[config.mk]
export PLATFORM = sky130hd
export DESIGN_NAME = uart_tx_arbiter
export DESIGN_NICKNAME = d
export VERILOG_FILES = /design/src/rtl/uart_tx_arbiter.sv
export SDC_FILE = /design/constraint.sdc
export NUM_CORES = 1
export LEC_CHECK = 0
export CORE_MARGIN = 1.5
export CORE_UTILIZATION = 40
export DETAILED_ROUTE_END_ITERATION = 16
export PLACE_DENSITY = 0.85
export SETUP_SLACK_MARGIN = 0.02
export SLEW_MARGIN = 20
export SYNTH_ARGS = -nofsm -noshare
export SYNTH_HDL_FRONTEND = slang
export SYNTH_SLANG_ARGS = --single-unit
export TNS_END_PERCENT = 5
[constraint.sdc]
create_clock -name clk -period 2.1 [get_ports clk]
set_input_delay 0.42 -clock clk [delete_from_list [all_inputs] [get_ports clk]]
set_output_delay 0.42 -clock clk [all_outputs]
set_load 0.02 [all_outputs]
[src/rtl/uart_tx_arbiter.sv]
// uart_tx_arbiter
// Round-robin arbiter that shares one UART transmitter between four requesters.
// A winner's byte is latched in IDLE, written with a one-cycle Tx_WR strobe,
// and acknowledged once the transmitter reports busy. The arbiter then waits
// for the transmitter to finish before it arbitrates again.
//
// Optional feature: define UART_TX_ARB_TIMEOUT_EN to enable a watchdog that
// aborts a transfer stuck in WAIT_BUSY/WAIT_DONE after TIMEOUT_CYCLES cycles.
// Without the macro there is no counter and tx_timeout is tied low.
module uart_tx_arbiter #(
  parameter logic [15:0] TIMEOUT_CYCLES = 16'd50000
) (
  input  logic        clk,
  input  logic        reset,
  input  logic [3:0]  req,
  input  logic [31:0] req_data,
  output logic [3:0]  ack,
  output logic [7:0]  Tx_DATA,
  output logic        Tx_WR,
  input  logic        Tx_BUSY,
  output logic [1:0]  grant,
  output logic        arb_busy,
  output logic        tx_timeout
);

  typedef enum logic [1:0] {
    IDLE      = 2'd0,
    LOAD      = 2'd1,
    WAIT_BUSY = 2'd2,
    WAIT_DONE = 2'd3
  } state_t;

  state_t      state_q, state_d;
  logic [1:0]  grant_q, grant_d;
  logic [1:0]  last_grant_q, last_grant_d;
  logic [7:0]  tx_data_q, tx_data_d;
  logic        tx_wr_q, tx_wr_d;
  logic [3:0]  ack_q, ack_d;
  logic [1:0]  winner_s;
  logic        timeout_hit_s;

  // Round-robin pick: scan upward starting one past the last served index.
  function automatic logic [1:0] rr_pick(input logic [3:0] r, input logic [1:0] last);
    logic [1:0] idx;
    logic [1:0] win;
    logic       found;
    win   = 2'd0;
    found = 1'b0;
    for (int i = 1; i <= 4; i++) begin
      idx = last + i[1:0];
      if (!found && r[idx]) begin
        win   = idx;
        found = 1'b1;
      end else begin
        win   = win;
      end
    end
    return win;
  endfunction

  assign winner_s = rr_pick(req, last_grant_q);

`ifdef UART_TX_ARB_TIMEOUT_EN
  logic [15:0] tmo_cnt_q, tmo_cnt_d;
  logic        tx_timeout_q, tx_timeout_d;

  // Watchdog count: cleared while loading, advances in both wait states.
  always_comb begin
    tmo_cnt_d     = tmo_cnt_q;
    timeout_hit_s = 1'b0;
    if (state_q == LOAD) begin
      tmo_cnt_d = 16'd0;
    end else if ((state_q == WAIT_BUSY) || (state_q == WAIT_DONE)) begin
      tmo_cnt_d     = tmo_cnt_q + 16'd1;
      timeout_hit_s = (tmo_cnt_q == (TIMEOUT_CYCLES - 16'd1));
    end else begin
      tmo_cnt_d = 16'd0;
    end
    tx_timeout_d = timeout_hit_s;
  end

  // Watchdog registers, including the registered timeout pulse.
  always_ff @(posedge clk or posedge reset) begin
    if (reset) begin
      tmo_cnt_q    <= 16'd0;
      tx_timeout_q <= 1'b0;
    end else begin
      tmo_cnt_q    <= tmo_cnt_d;
      tx_timeout_q <= tx_timeout_d;
    end
  end

  assign tx_timeout = tx_timeout_q;
`else
  logic unused_timeout_s;

  assign timeout_hit_s    = 1'b0;
  assign tx_timeout       = 1'b0;
  assign unused_timeout_s = ^TIMEOUT_CYCLES;
`endif

  // Next-state and next-output logic for the arbitration FSM.
  always_comb begin
    state_d      = state_q;
    grant_d      = grant_q;
    last_grant_d = last_grant_q;
    tx_data_d    = tx_data_q;
    tx_wr_d      = 1'b0;
    ack_d        = 4'b0000;
    case (state_q)
      IDLE: begin
        if ((req != 4'b0000) && !Tx_BUSY) begin
          grant_d   = winner_s;
          tx_data_d = req_data[{winner_s, 3'b000} +: 8];
          state_d   = LOAD;
        end else begin
          state_d = IDLE;
        end
      end
      LOAD: begin
        // Strobe is registered, so it appears during the first WAIT_BUSY cycle.
        tx_wr_d = 1'b1;
        state_d = WAIT_BUSY;
      end
      WAIT_BUSY: begin
        if (timeout_hit_s) begin
          last_grant_d = grant_q;
          state_d      = IDLE;
        end else if (Tx_BUSY) begin
          ack_d   = 4'b0001 << grant_q;
          state_d = WAIT_DONE;
        end else begin
          state_d = WAIT_BUSY;
        end
      end
      WAIT_DONE: begin
        if (timeout_hit_s) begin
          last_grant_d = grant_q;
          state_d      = IDLE;
        end else if (!Tx_BUSY) begin
          last_grant_d = grant_q;
          state_d      = IDLE;
        end else begin
          state_d = WAIT_DONE;
        end
      end
      default: begin
        state_d = IDLE;
      end
    endcase
  end

  // FSM state and registered outputs; reset aborts any transfer at once.
  always_ff @(posedge clk or posedge reset) begin
    if (reset) begin
      state_q      <= IDLE;
      grant_q      <= 2'd0;
      last_grant_q <= 2'd3;
      tx_data_q    <= 8'h00;
      tx_wr_q      <= 1'b0;
      ack_q        <= 4'b0000;
    end else begin
      state_q      <= state_d;
      grant_q      <= grant_d;
      last_grant_q <= last_grant_d;
      tx_data_q    <= tx_data_d;
      tx_wr_q      <= tx_wr_d;
      ack_q        <= ack_d;
    end
  end

  assign ack      = ack_q;
  assign Tx_DATA  = tx_data_q;
  assign Tx_WR    = tx_wr_q;
  assign grant    = grant_q;
  assign arb_busy = (state_q != IDLE);

endmodule

# After elaboration in Yosys (flattened, before gate mapping)
# Cells that the tools add are included.
# totals
output_inout_bits,17
regBits,19
# classes
eq_ne,3
reduce_logical,13
n_mux,22
n_addsub,3
shifts,2
bitwise_logic,1
n_lt_le_gt_ge,4
# op_table
op,count
$shiftx A32 B6 Y8,1
$lt A2 B3 Y1 const B,4
$mux W1,10
$mux W2,5
$bmux W1 S2,4
$mux W4,2
$pmux W2 S4,1
$add A2 B2 Y2 const B,2
$eq A2 B2 Y1 const B,2
$logic_and A1 B1 Y1,4
$logic_not A1 Y1,4
$reduce_and A2 Y1,2
$reduce_bool A4 Y1,1
$shl A1 B2 Y4 const A,1
$add A2 B1 Y2 const B,1
$eq A2 B1 Y1 const B,1
$logic_not A2 Y1,1
$reduce_bool A2 Y1,1
$not A1 Y1,1

# Logic depth before layout (Yosys ltp)
# Gate-level depths: netlist of run 1.
# depth
word_depth,14
mapped_depth,7
depth_no_buf,5

# Least setup slack after synthesis of run 1
# Ideal clock, no wire load.
# synth_path
path_kind,register to register
start,reg last_grant_q[0]
end,"reg tx_data_q[0], in the netlist Tx_DATA[0]"
path_buffers,2
path_stages_with_launch,8
arrival_ps,1454
setup_time_ps,134
required_time_ps,1966
path_slack_ps,512
cell_sequence,dfstp_2 nor2b_4 o21a_1 buf_6 nor3_4 buf_6 mux2i_1 o211ai_1
# synth_between
elab_chain_len,14
elab_cells_between_ends,25
classes_between,3 x add/sub; 1 x shift; 15 x mux; 6 x reduce/logical
# synth_rtl
item,line,text
"start, declared",35,"logic [1:0] last_grant_q, last_grant_d;"
"start signal, assigned",165,last_grant_q <= last_grant_d;
$add A2 B1 Y2,50,idx = last + i[1:0];
$bmux W1 S2,51,if (!found && r[idx]) begin
$mux W1 (not written as such),51,
$mux W1,51,
$logic_not A1 Y1,51,
$logic_and A1 B1 Y1,51,
$mux W1,51,
$logic_not A1 Y1,51,
$logic_and A1 B1 Y1,51,
$mux W1,51,
$logic_not A1 Y1,51,
$logic_and A1 B1 Y1,51,
$mux W2 *,51,
$shiftx A32 B6 Y8 *,114,"tx_data_d = req_data[{winner_s, 3'b000} +: 8];"
"end signal, assigned",166,tx_data_q <= tx_data_d;
"end, declared",36,"logic [7:0] tx_data_q, tx_data_d;"
# Mark *: on every way between the ends. The rest lies on a longest branch, timed or not. The select of a mux whose other input is x is not followed.
# A chain may end at the register's enable or synchronous reset.

# Worst setup path in the final report of run 1
# layout_path
start,in req[3]
end,"reg tx_data_q[1], in the netlist Tx_DATA[1]"
# layout_between
elab_chain_len,13
elab_cells_between_ends,25
classes_between,1 x shift; 15 x mux; 9 x reduce/logical
# layout_rtl
item,line,text
"start, declared",15,"input logic [3:0] req,"
$bmux W1 S2,51,
$mux W1 (not written as such),51,
$mux W1,51,
$logic_not A1 Y1,51,
$logic_and A1 B1 Y1,51,
$mux W1,51,
$logic_not A1 Y1,51,
$logic_and A1 B1 Y1,51,
$mux W1,51,
$logic_not A1 Y1,51,
$logic_and A1 B1 Y1,51,
$mux W2,51,
$shiftx A32 B6 Y8,114,
# Several ways; a longest one is shown, not always the timed one. The select of a mux whose other input is x is not followed.

==> out/results.txt, run 1 <==
clk_skew - 0.00456 ns
Sw Pwr - 716 uW
area delta synth->final - 56.3%
Final ANT Viol Nets - 0
clock transition at the registers of the reported paths - 0.11 ns
Hold Path Cell Cnt - 1
first-pass GRT wire length - 5.02 mm
Die H - 56.6 um
setup_tns - 0 ns
switching share of power - 38.5%
Setup Viol. Count Final - 0
HP Class - flip-flop to flip-flop
clock share of power - 9.7%
Max stage delay on crit path - 0.48 ns
clock period minus worst slack - 2.02 ns
Tot Pwr - 1860 uW
Post-Syn Area - 1150 um2
clock buffer count from CTS - 3
grt ovf - 0
placed cell area - 1770 um2
Crit Path Max Fanout - 7
Syn Area/Cell - 10.5 um2
CP Class - primary input to flip-flop
core footprint - 2730 um2
DR vias - 1,096
CTS Hold Buffers Added - 0
nets - 211
routability cong. - 0.913
P_int - 1140 uW
full die area - 3200 um2
io pins - 56
DR pass1 iterations - 4
Final Max Slew Viols - 0
Sink Count - 19
CTS tree - done
HP Start - state_q[1]$_DFF_PP0_
vias per std cell - 5.43
CP startpoint kind - primary input
actual slew at the worst max-slew pin - 0.696 ns
worst path required time - 2.26 ns
overall routing resource usage - 20.1%
Port Buf Inserts - 54
clock root buffer - clkbuf_4
R2R cell count - 6
Seq/Total Area, Yosys - 41.7%
VDD IR max - 0.760 mV
Max Cap Violations - 0
Detail Placement HPWL - 2.39 mm
setup slack, reg-to-reg - 0.23 ns
H-tree depth - 1
combinational power share - 55.6%
highest clock rate - 495 MHz
Tcrit/Tclk final - 96.3%
share of layout cells above drive strength 1 - 12.3%
Antenna Cells - 0
end of the worst hold path - Tx_WR$_DFF_PP0_
crit end category - flip-flop
initial antenna violation count - 0
final worst slack - 0.0785 ns
routed length per instance - 14.7 um
outcome - finished, final reports clean
FILL cells - 217
synthesized flop and latch total - 19
Syn. warnings - 0
dpl ws - -0.207 ns
CP max stage cell - clkdlybuf4s50_1
Total Wirelength - 2.96 mm
die width - 56.6 um
Post-Syn Nets - 148
post-CTS setup repair buffer count - 0
Core Rows - 19
cells after synthesis - 109
RR Startpoint - last_grant_q[0]$_DFFE_PP1P_
clock latency on the worst-skew pair - 0.29 ns
synth unique cells - 35
Longest Clk Path Bufs - 2
post-cts gate resize count - 0
Leak - 0.000743 uW
Pwr Density - 1040 nW/um2
sequential power share - 34.8%
WP data arrival - 2.18 ns
vias in the first global route - 1,144
cells along the critical path - clkdlybuf4s50_1, nor2b_4, o21a_1, buf_4, o31a_1, o21ai_0, o211ai_1
Initial Util - 42.0%
largest net degree at the start of global routing - 20
reg2reg end - Tx_DATA[1]$_DFFE_PP0P_
initial DRC count - 25
DRC violations left - 0
slew margin rel. - 53.6%
design area - 1790 um2
unrepaired setup endpoints after global routing - no
Layout Utilization - 65.6%
Hold Vio Cnt, Final - 0
## cells in the mapped netlist
library cell	instances	area [um2]
o21ai_0	11	55.1
o211ai_1	8	60.1
nor2b_4	1	13.8
buf_2	1	5.00
a21oi_4	1	16.3
clkbuf_2	1	5.00
buf_4	1	7.51
mux2i_1	8	80.1
nor4b_1	2	17.5
nand3b_1	1	7.51
o22a_1	1	8.76
buf_6	2	22.5
dfstp_2	2	52.6
and4_1	8	70.1
and2_1	1	6.26
dfrtp_1	17	425
nor4_1	1	6.26
o31a_1	8	70.1
a21oi_2	1	8.76
or2_1	1	6.26
or3b_1	1	8.76
or2b_1	1	7.51
nor2_1	3	11.3
nor3_4	1	16.3
inv_1	1	3.75
nor2b_1	2	12.5
nand2_1	13	48.8
nor4bb_1	1	10.0
a21o_1	1	7.51
o21a_1	2	15.0
nand3b_4	1	20.0
conb_1	1	3.75
a211o_1	1	8.76
mux2_2	2	22.5
nand2b_1	1	6.26
## cells in the final DEF (no fill, tap or decap), types with 2 or more instances in the layout
master	netlist	final
buf_4	1	8
and4_1	8	8
mux2i_1	8	8
o21a_1	2	2
nand2_1	13	13
o211ai_1	8	8
dfrtp_1	17	17
o31a_1	8	8
clkdlybuf4s50_1	0	54
nor2b_1	2	2
clkbuf_4	0	3
nor4b_1	2	2
mux2_2	2	2
dfstp_2	2	2
nor2_1	3	3
o21ai_0	11	11
## state kept, by name, summed over array words and instances, names as in the netlist
| signal | count |
|---|---|
| state_q | 2 |
| last_grant_q | 2 |
| grant | 2 |
| Tx_DATA | 8 |
| ack | 4 |
| Tx_WR | 1 |
## logic make-up after synthesis
group	Yosys count	synth area share [%]
AOI/OAI and AO/OA	34	21.8
buffers and inverters	6	3.82
DFF	19	41.7
muxes	10	8.94
other	1	0.327
and+or+nand+nor	39	23.4
## per-stage QoR
step / cells / hold slack (ns)
global route: 202 / 0.513
CTS: 202 / 0.482
finish: 202 / 0.482
detailed placement: 198 / 0.467
global placement: 198 / 0.454
floorplan: 109 / 0.370
## worst max path at each step
stage | to | slack (ns) | depth (start not counted) | startpoint
after global placement | Tx_DATA[0]$_DFFE_PP0P_ | -0.16 | 7 | req[3]
after CTS | arb_busy | 0.1 | 2 | state_q[0]$_DFF_PP0_
after floorplan | Tx_DATA[0]$_DFFE_PP0P_ | 0.51 | 7 | last_grant_q[0]$_DFFE_PP1P_
final | Tx_DATA[1]$_DFFE_PP0P_ | 0.08 | 7 | req[3]
after detailed placement | Tx_DATA[5]$_DFFE_PP0P_ | -0.21 | 7 | req[3]
after global routing | arb_busy | 0.03 | 2 | state_q[0]$_DFF_PP0_
## power by group through the flow
stage | clock (uW) | combinational, uW | sequential (uW)
6_report | 180 | 1030 | 646
5_1_grt | 210 | 1110 | 670
4_1_cts | 189 | 1040 | 646
3_5_place_dp | 0 | 1030 | 654
3_3_place_gp | 0 | 1010 | 642
2_1_floorplan | 0 | 475 | 758
## area by class of cell
type / instances / area [um2] / area share (%)
clock buffers: 4 / 26.3 / 1.47
repair buffers: 63 / 621 / 34.6
inverters: 1 / 3.75 / 0.209
multi-input cells: 84 / 626 / 34.9
well taps: 31 / 38.8 / 2.16
flip-flops and latches: 19 / 478 / 26.7
## worst max-delay path, delay by kind of cell
kind	cells	cell delay, ns
and+or+nand+nor	1	0.17
AOI/OAI and AO/OA	4	0.95
buffers and inverters	2	0.66
## layer usage
layer  track usage (%)  routed length [um]
met5                 0                   0
met4              7.14                  22
met3              2.76                 121
met2              35.2                1520
met1              25.0                1290
No activity file was read; power rests on OpenSTA's default activity.
==> run 2: changes to the inputs <==
- GPL_ROUTABILITY_DRIVEN: default -> 0
- MAX_ROUTING_LAYER: default -> met4
- TNS_END_PERCENT: 5 -> default
==> out/results.txt, run 2 (same netlist as run 1, synthesis figures left out) <==
CTS tree - done
Port Buf Inserts - 54
vias per std cell - 5.39
post-CTS setup repair buffer count - 0
Longest Clk Path Bufs - 2
CTS Hold Buffers Added - 0
core footprint - 2730 um2
initial antenna violation count - 0
Detail Placement HPWL - 2.39 mm
CP startpoint kind - primary input
HP Class - flip-flop to flip-flop
unrepaired setup endpoints after global routing - no
clock period minus worst slack - 2.02 ns
highest clock rate - 494 MHz
largest net degree at the start of global routing - 20
worst path required time - 2.26 ns
Tot Pwr - 1860 uW
CP Class - primary input to flip-flop
nets - 211
final worst slack - 0.0777 ns
first-pass GRT wire length - 5.04 mm
Pwr Density - 1040 nW/um2
Die H - 56.6 um
Sw Pwr - 716 uW
outcome - finished, final reports clean
HP Start - state_q[1]$_DFF_PP0_
end of the worst hold path - Tx_WR$_DFF_PP0_
grt ovf - 0
crit end category - flip-flop
Final Max Slew Viols - 0
Cell Count Post-Placement - 198
Final ANT Viol Nets - 0
sequential power share - 34.8%
setup slack, reg-to-reg - 0.23 ns
actual slew at the worst max-slew pin - 0.696 ns
share of layout cells above drive strength 1 - 12.3%
vias in the first global route - 1,142
hold_ws - 0.482 ns
clk_skew - 0.00400 ns
DR pass1 iterations - 4
Leak - 0.000743 uW
Hold Vio Cnt, Final - 0
full die area - 3200 um2
post-route non-filler standard cell count - 202
clock buffer count from CTS - 3
DR vias - 1,089
overall routing resource usage - 20.7%
switching share of power - 38.5%
clock share of power - 9.7%
VDD IR max - 0.759 mV
Core Rows - 19
Antenna Cells - 0
Hold Path Cell Cnt - 1
P_int - 1140 uW
slew margin rel. - 53.5%
Sink Count - 19
initial DRC count - 25
clock latency on the worst-skew pair - 0.29 ns
die width - 56.6 um
reg2reg end - Tx_DATA[1]$_DFFE_PP0P_
RR Startpoint - last_grant_q[0]$_DFFE_PP1P_
routed length per instance - 14.6 um
number of flip-flops in the largest register - 8
combinational power share - 55.6%
R2R cell count - 6
Total Wirelength - 2.95 mm
WP data arrival - 2.18 ns
Max Cap Violations - 0
most frequent cells in the layout - clkdlybuf4s50_1, dfrtp_1, nand2_1, o21ai_0
H-tree depth - 1
Crit Path Max Fanout - 7
dpl ws - -0.207 ns
post-cts gate resize count - 0
clock root buffer - clkbuf_4
Setup Viol. Count Final - 0
DRC violations left - 0
Tcrit/Tclk final - 96.3%
crit path from - req[3]
clock transition at the registers of the reported paths - 0.10 ns
most common cell after layout, fill and taps aside - clkdlybuf4s50_1
area delta synth->final - 56.3%
io pins - 56
Initial Util - 42.0%
-- run 2: cell counts in the layout (fill, tap and decap cells not counted) --
No cell type changed its count.
-- run 2: final cells by class --
type	instances	area, um2
Clock buffer	4	26.3
Fill cell	217	941
Inverter	1	3.75
Multi-Input combinational cell	84	626
Sequential cell	19	478
Tap cell	31	38.8
Timing Repair Buffer	63	621
-- run 2: how the worst max path moves through the flow --
stage,endpoint,depth (start not counted)
2_1_floorplan,Tx_DATA[0]$_DFFE_PP0P_,7
3_3_place_gp,Tx_DATA[0]$_DFFE_PP0P_,7
3_5_place_dp,Tx_DATA[5]$_DFFE_PP0P_,7
4_1_cts,arb_busy,2
5_1_grt,arb_busy,2
6_report,Tx_DATA[1]$_DFFE_PP0P_,7
-- run 2: critical path: stages --
cell	delay [ns]
clkdlybuf4s50_1	0.48
nor2b_4	0.17
o21a_1	0.28
buf_4	0.18
o31a_1	0.26
o21ai_0	0.27
o211ai_1	0.13
-- run 2: per-stage QoR --
stage	instance area, um2	utilization, %	TNS [ns]
4_1_cts	1790	65.6	0
3_5_place_dp	1770	64.6	-1.04
5_1_grt	1790	65.6	0
2_1_floorplan	1150	-	0
6_report	1790	65.6	0
3_3_place_gp	1770	64.6	-0.740
-- run 2: power by group through the flow --
| stage | Combinational [uW] | Clock (uW) | Sequential [uW] |
|---|---|---|---|
| 6_report | 1030 | 180 | 646 |
| 5_1_grt | 1110 | 210 | 670 |
| 4_1_cts | 1040 | 189 | 646 |
| 3_5_place_dp | 1030 | 0 | 654 |
| 3_3_place_gp | 1010 | 0 | 642 |
| 2_1_floorplan | 475 | 0 | 758 |
-- run 2: metal layers --
layer  vias to the layer above  GRT usage, %  share of wire, %
li1                        537             -                 -
met1                       522          25.1                44
met2                        28          35.2                51
met3                         2          2.76               4.2
met4                         0          7.14              0.75
met5                         -             -                 0
==> run 3: changes to the inputs <==
- GPL_ROUTABILITY_DRIVEN: 0 -> default
==> results of run 3 <==
No change in the layout: final DEF, timing and power equal those of run 2.
==> edit 1, RTL diff (config.mk and constraints of run 1) <==
Take the reset off `tx_data_q` and load it in a clocked block of its own.
--- a/src/rtl/uart_tx_arbiter.sv
+++ b/src/rtl/uart_tx_arbiter.sv
@@ -156,17 +156,19 @@
       state_q      <= IDLE;
       grant_q      <= 2'd0;
       last_grant_q <= 2'd3;
-      tx_data_q    <= 8'h00;
       tx_wr_q      <= 1'b0;
       ack_q        <= 4'b0000;
     end else begin
       state_q      <= state_d;
       grant_q      <= grant_d;
       last_grant_q <= last_grant_d;
-      tx_data_q    <= tx_data_d;
       tx_wr_q      <= tx_wr_d;
       ack_q        <= ack_d;
     end
+  end
+
+  always_ff @(posedge clk) begin
+    tx_data_q <= tx_data_d;
   end
 
   assign ack      = ack_q;
Check against the original RTL: not equivalent (Yosys sat finds a counterexample within 4 cycles, from zero or initial values and one cycle with reset high).
==> edit 1 against run 1 <==
Maximum frequency grew 1.4%; area after synthesis shrank 14%; final area down 11%; power is 13% lower; setup slack better by 0.028 ns; routed wire length fell by 18%; sequential cell count did not move; register-to-register slack better by 0.16 ns; critical endpoint is now arb_busy; highest routed layer unchanged.
==> edit 1: results (changes against run 1) <==
stage,metric,value,unit,change
finish,nets,199,,was 211
place,pre-CTS setup slack,-0.0453,ns,was -0.207 ns
grt,via count of the first global-routing pass,845,,was 1144
logic_synthesis,Synth area leaders,"edfxtp_1 (24%), dfrtp_1 (23%), nand2_1 (12%), a32oi_1 (7.1%), dfstp_2 (5.3%)",,"was dfrtp_1 (37%), mux2i_1 (7.0%), and4_1 (6.1%), o31a_1 (6.1%), o211ai_1 (5.2%)"
place,DP Wirelength,1.96,mm,was 2.39 mm
die,tapcell count,28,,was 31
status,status,"complete, no violations",,unchanged
finish,Non-clk bufs,57,,was 63
grt,met3 GRT Util,0.286,%,was 2.76%
detailed_routing,Routed WL,2.43,mm,was 2.96 mm
detailed_routing,Post-Route M1 WL,1.00,mm,was 1.29 mm
logic_synthesis,Post-synth EDFFs,8,,was 0
critical_path,critical path arrival,1.57,ns,was 2.18 ns
detailed_routing,Routed WL per cell,13.0,um,was 14.7 um
critical_path,Worst path max stage delay,0.54,ns,was 0.48 ns
critical_path,Worst R2R Setup Slack,0.39,ns,was 0.23 ns
finish,buffer share of cell area,36.8,%,was 34.6%
detailed_routing,DR WL met2,1.26,mm,was 1.52 mm
finish,register area,518,um2,was 478 um2
power,Pint,1.01,mW,was 1.14 mW
power,Net Sw Frac,37.3,%,was 38.5%
finish,sequential cell count,19,,unchanged
finish,Filler cells,175,,was 217
finish,clock network contribution to total cell area,1.65,%,was 1.47%
logic_synthesis,syn avg cell area,9.61,um2,was 10.5 um2
detailed_routing,vias,971,,was 1096
grt,global-route wire length before repair,3.61,mm,was 5.02 mm
logic_synthesis,Post-synth ARST share,57.9,%,was 100%
timing,worst clock skew,0.00126,ns,was 0.00456 ns
power,Reg power frac,38.4,%,was 34.8%
worst_hold_path,Worst Hold Class,input port to async pin,,was flip-flop to flip-flop
critical_path,"CP delay by family, top",buffers and inverters,,was compound AO/OA/AOI/OAI gates
grt,GR Util met1,24.3,%,was 25.0%
logic_synthesis,Synth cell types,30,,was 35
power,Static Leakage,0.652,nW,was 0.743 nW
detailed_routing,initial drt markers,28,,was 25
place,Final Wtd Congestion,0.807,,was 0.913
place,dpl cell area,1570,um2,was 1770 um2
finish,comb_multi_in,77,,was 84
finish,fraction of layout cells with a size suffix above 1,9.43,%,was 12.3%
place,Cells after DPL,183,,was 198
grt,routing usage on met2,29.6,%,was 35.2%
critical_path,Critical Path Fanout Max,5,,was 7
finish,inverters,2,,was 1
[edit 1: path summary, 6_finish.rpt]
| kind | startpoint | to | depth (start not counted) |
|---|---|---|---|
| hold / removal | reset | grant[0]$_DFFE_PP0P_ | 2 |
| setup reg to reg | last_grant_q[0]$_DFFE_PP1P_ | Tx_DATA[1]$_DFFE_PP_ | 6 |
| hold reg to reg | state_q[1]$_DFF_PP0_ | Tx_WR$_DFF_PP0_ | 1 |
| setup / recovery | state_q[1]$_DFF_PP0_ | arb_busy | 2 |
| min in group clk | state_q[1]$_DFF_PP0_ | Tx_WR$_DFF_PP0_ | 1 |
| max in group asynchronous | reset | last_grant_q[1]$_DFFE_PP1P_ | 2 |
[edit 1: kinds of logic after synthesis]
group	share of synthesized area, %
AND/OR/NAND/NOR	23.8
AO/OA/AOI/OAI	16.2
buffers and inverters	5.06
other	0.379
multiplexers	2.28
flip-flops	52.3
==> edit 2, RTL diff (flow settings as in run 1) <==
Without the edit above. Build with the macro `UART_TX_ARB_TIMEOUT_EN` defined.
--- a/src/rtl/uart_tx_arbiter.sv
+++ b/src/rtl/uart_tx_arbiter.sv
@@ -7,6 +7,8 @@
 // Optional feature: define UART_TX_ARB_TIMEOUT_EN to enable a watchdog that
 // aborts a transfer stuck in WAIT_BUSY/WAIT_DONE after TIMEOUT_CYCLES cycles.
 // Without the macro there is no counter and tx_timeout is tied low.
+`define UART_TX_ARB_TIMEOUT_EN
+
 module uart_tx_arbiter #(
   parameter logic [15:0] TIMEOUT_CYCLES = 16'd50000
 ) (
Behaviour: no difference found for any inputs over 10 cycles, from zero or initial values and one cycle with reset high; that may be too few to reach the edited logic, so the function may still have changed.
==> edit 2 against run 1 <==
Critical path depth down 2; maximum frequency shrank 1.5%; power up 41%; synthesized cell count grew 72%; via count up 44%; final cell count grew 51%; sequential cell count increased by 17; final area is 50% higher; die area up 63%; routed wire length increased by 41%; area after synthesis increased by 67%; setup slack lost 0.031 ns.
==> edit 2: results (changes against run 1) <==
stage,metric,value,unit,change
status,status,"complete, no violations",,unchanged
power,maximum VDD drop,0.000587,V,was 0.000760 V
logic_synthesis,top cells by instance count after synthesis,"dfrtp_1 (34), nand3_1 (22), nand2_1 (17)",,"was dfrtp_1 (17), nand2_1 (13), o21ai_0 (11)"
critical_path,Critical Path Fanout Max,4,,was 7
critical_path,Worst path max stage delay,0.51,ns,was 0.48 ns
critical_path,"CP delay by family, top",simple AND/OR/NAND/NOR gates,,was compound AO/OA/AOI/OAI gates
grt,via count of the first global-routing pass,1467,,was 1144
grt,largest net degree at the start of global routing,37,,was 20
clock_network,H-tree lvl count,2,,was 1
detailed_routing,initial drt markers,50,,was 25
place,dpl cell area,2590,um2,was 1770 um2
finish,max FFs per register,16,,was 8
clock_network,clock root cell,clkbuf_8,,was clkbuf_4
critical_path,R2R depth,5,,was 6
finish,fraction of layout cells with a size suffix above 1,16.1,%,was 12.3%
power,Static Leakage,1.12,nW,was 0.743 nW
finish,Filler cells,388,,was 217
logic_synthesis,syn nets,228,,was 148
timing,worst clock skew,0.00464,ns,was 0.00456 ns
place,number of port buffers,55,,was 54
logic_synthesis,sequential fraction of the synthesis area,47.2,%,was 41.7%
logic_synthesis,Synth cell types,39,,was 35
clock_network,CTS buffer count,5,,was 3
timing,WHS,0.495,ns,was 0.482 ns
detailed_routing,Routed WL per cell,13.7,um,was 14.7 um
timing,Worst Tran Pin Value,0.448,ns,was 0.696 ns
place,DP Wirelength,3.07,mm,was 2.39 mm
critical_path,Worst path slowest cell,or4b_1,,was clkdlybuf4s50_1
clock_network,Clock transition at path regs,0.07,ns,was 0.11 ns
critical_path,Worst R2R Setup Slack,0.05,ns,was 0.23 ns
clock_network,Longest Clk Path Bufs,2,,unchanged
place,Final Wtd Congestion,0.770,,was 0.913
grt,global-route wire length before repair,6.73,mm,was 5.02 mm
detailed_routing,via/cell ratio,5.17,,was 5.43
finish,nets,293,,was 211
logic_synthesis,Synth area leaders,"dfrtp_1 (44%), nand3_1 (5.8%), mux2i_1 (4.7%), mux2_2 (4.7%), xnor2_1 (4.1%)",,"was dfrtp_1 (37%), mux2i_1 (7.0%), and4_1 (6.1%), o31a_1 (6.1%), o211ai_1 (5.2%)"
-- edit 2: cell count changes after synthesis, sizes merged, moves of 4 or more --
| cell | change |
|---|---|
| o21ai | -4 |
| mux2 | +8 |
| nand3 | +22 |
| xnor2 | +9 |
| and4 | -7 |
| nor2b | +4 |
| clkbuf | +6 |
| and2 | +11 |
| o31a | -8 |
| dfrtp | +17 |
| nand2 | +4 |
-- edit 2: worst paths after layout --
kind	start	to
max in group asynchronous	reset	last_grant_q[1]$_DFFE_PP1P_
worst min register to register	tmo_cnt_q[0]$_DFF_PP0_	tmo_cnt_q[0]$_DFF_PP0_
worst min-delay path	tmo_cnt_q[0]$_DFF_PP0_	tmo_cnt_q[0]$_DFF_PP0_
min in group asynchronous	reset	Tx_DATA[1]$_DFFE_PP0P_
worst max-delay path	tmo_cnt_q[13]$_DFF_PP0_	last_grant_q[1]$_DFFE_PP1P_
worst max register to register	tmo_cnt_q[13]$_DFF_PP0_	last_grant_q[1]$_DFFE_PP1P_
-- edit 2: repair_timing --
item,in CTS,in global routing
setup buffers,0,0
gates resized for setup,0,1
setup endpoints to repair,0,9
-- edit 2: routing by layer --
layer | vias to the layer above | GRT usage, % | share of wire [%]
met5 | - | 0 | 0
met4 | 0 | 5.66 | 0.55
met3 | 4 | 5.83 | 4.7
met2 | 46 | 26.1 | 50
met1 | 741 | 22.1 | 45
li1 | 792 | - | -
-- edit 2: layout make-up --
| class | instances | area share [%] |
|---|---|---|
| Timing Repair Buffer | 66 | 24.0 |
| Clock inverter | 2 | 0.373 |
| Clock buffer | 6 | 3.07 |
| Tap cell | 52 | 2.42 |
| Inverter | 4 | 0.559 |
| Sequential cell | 36 | 33.6 |
| Multi-Input combinational cell | 140 | 35.9 |
-- edit 2: metrics by stage --
stage / setup slack [ns] / cells / util, %
2_1_floorplan: 0.161 / 188 / -
3_3_place_gp: -0.136 / 298 / 57.9
3_5_place_dp: -0.184 / 298 / 57.9
4_1_cts: 0.0382 / 306 / 60.0
5_1_grt: -0.0427 / 306 / 60.0
6_report: 0.0479 / 306 / 60.0
-- edit 2: report_power, final --
group	switching, mW	internal, mW
Combinational	0.521	0.569
Clock	0.237	0.261
Sequential	0.156	0.884
-- edit 2: worst register-to-register path: stages (launching register included) --
cell	delay, ns
dfrtp_1	0.41
or4b_1	0.51
or4_4	0.43
nor3_4	0.20
o21ai_2	0.10
mux2_1	0.33
-- edit 2: cells by family (layout without fill, tap and decap cells) --
kind of cell | after synthesis | count (layout) | synth area share, %
adders and majority gates | 1 | 1 | 0.654
AOI/OAI and AO/OA | 22 | 22 | 8.04
xor gates and xnor gates | 11 | 11 | 5.04
and+or+nand+nor | 87 | 87 | 26.0
muxes | 19 | 19 | 10.6
DFF | 36 | 36 | 47.2
buffers and inverters | 12 | 78 | 2.42
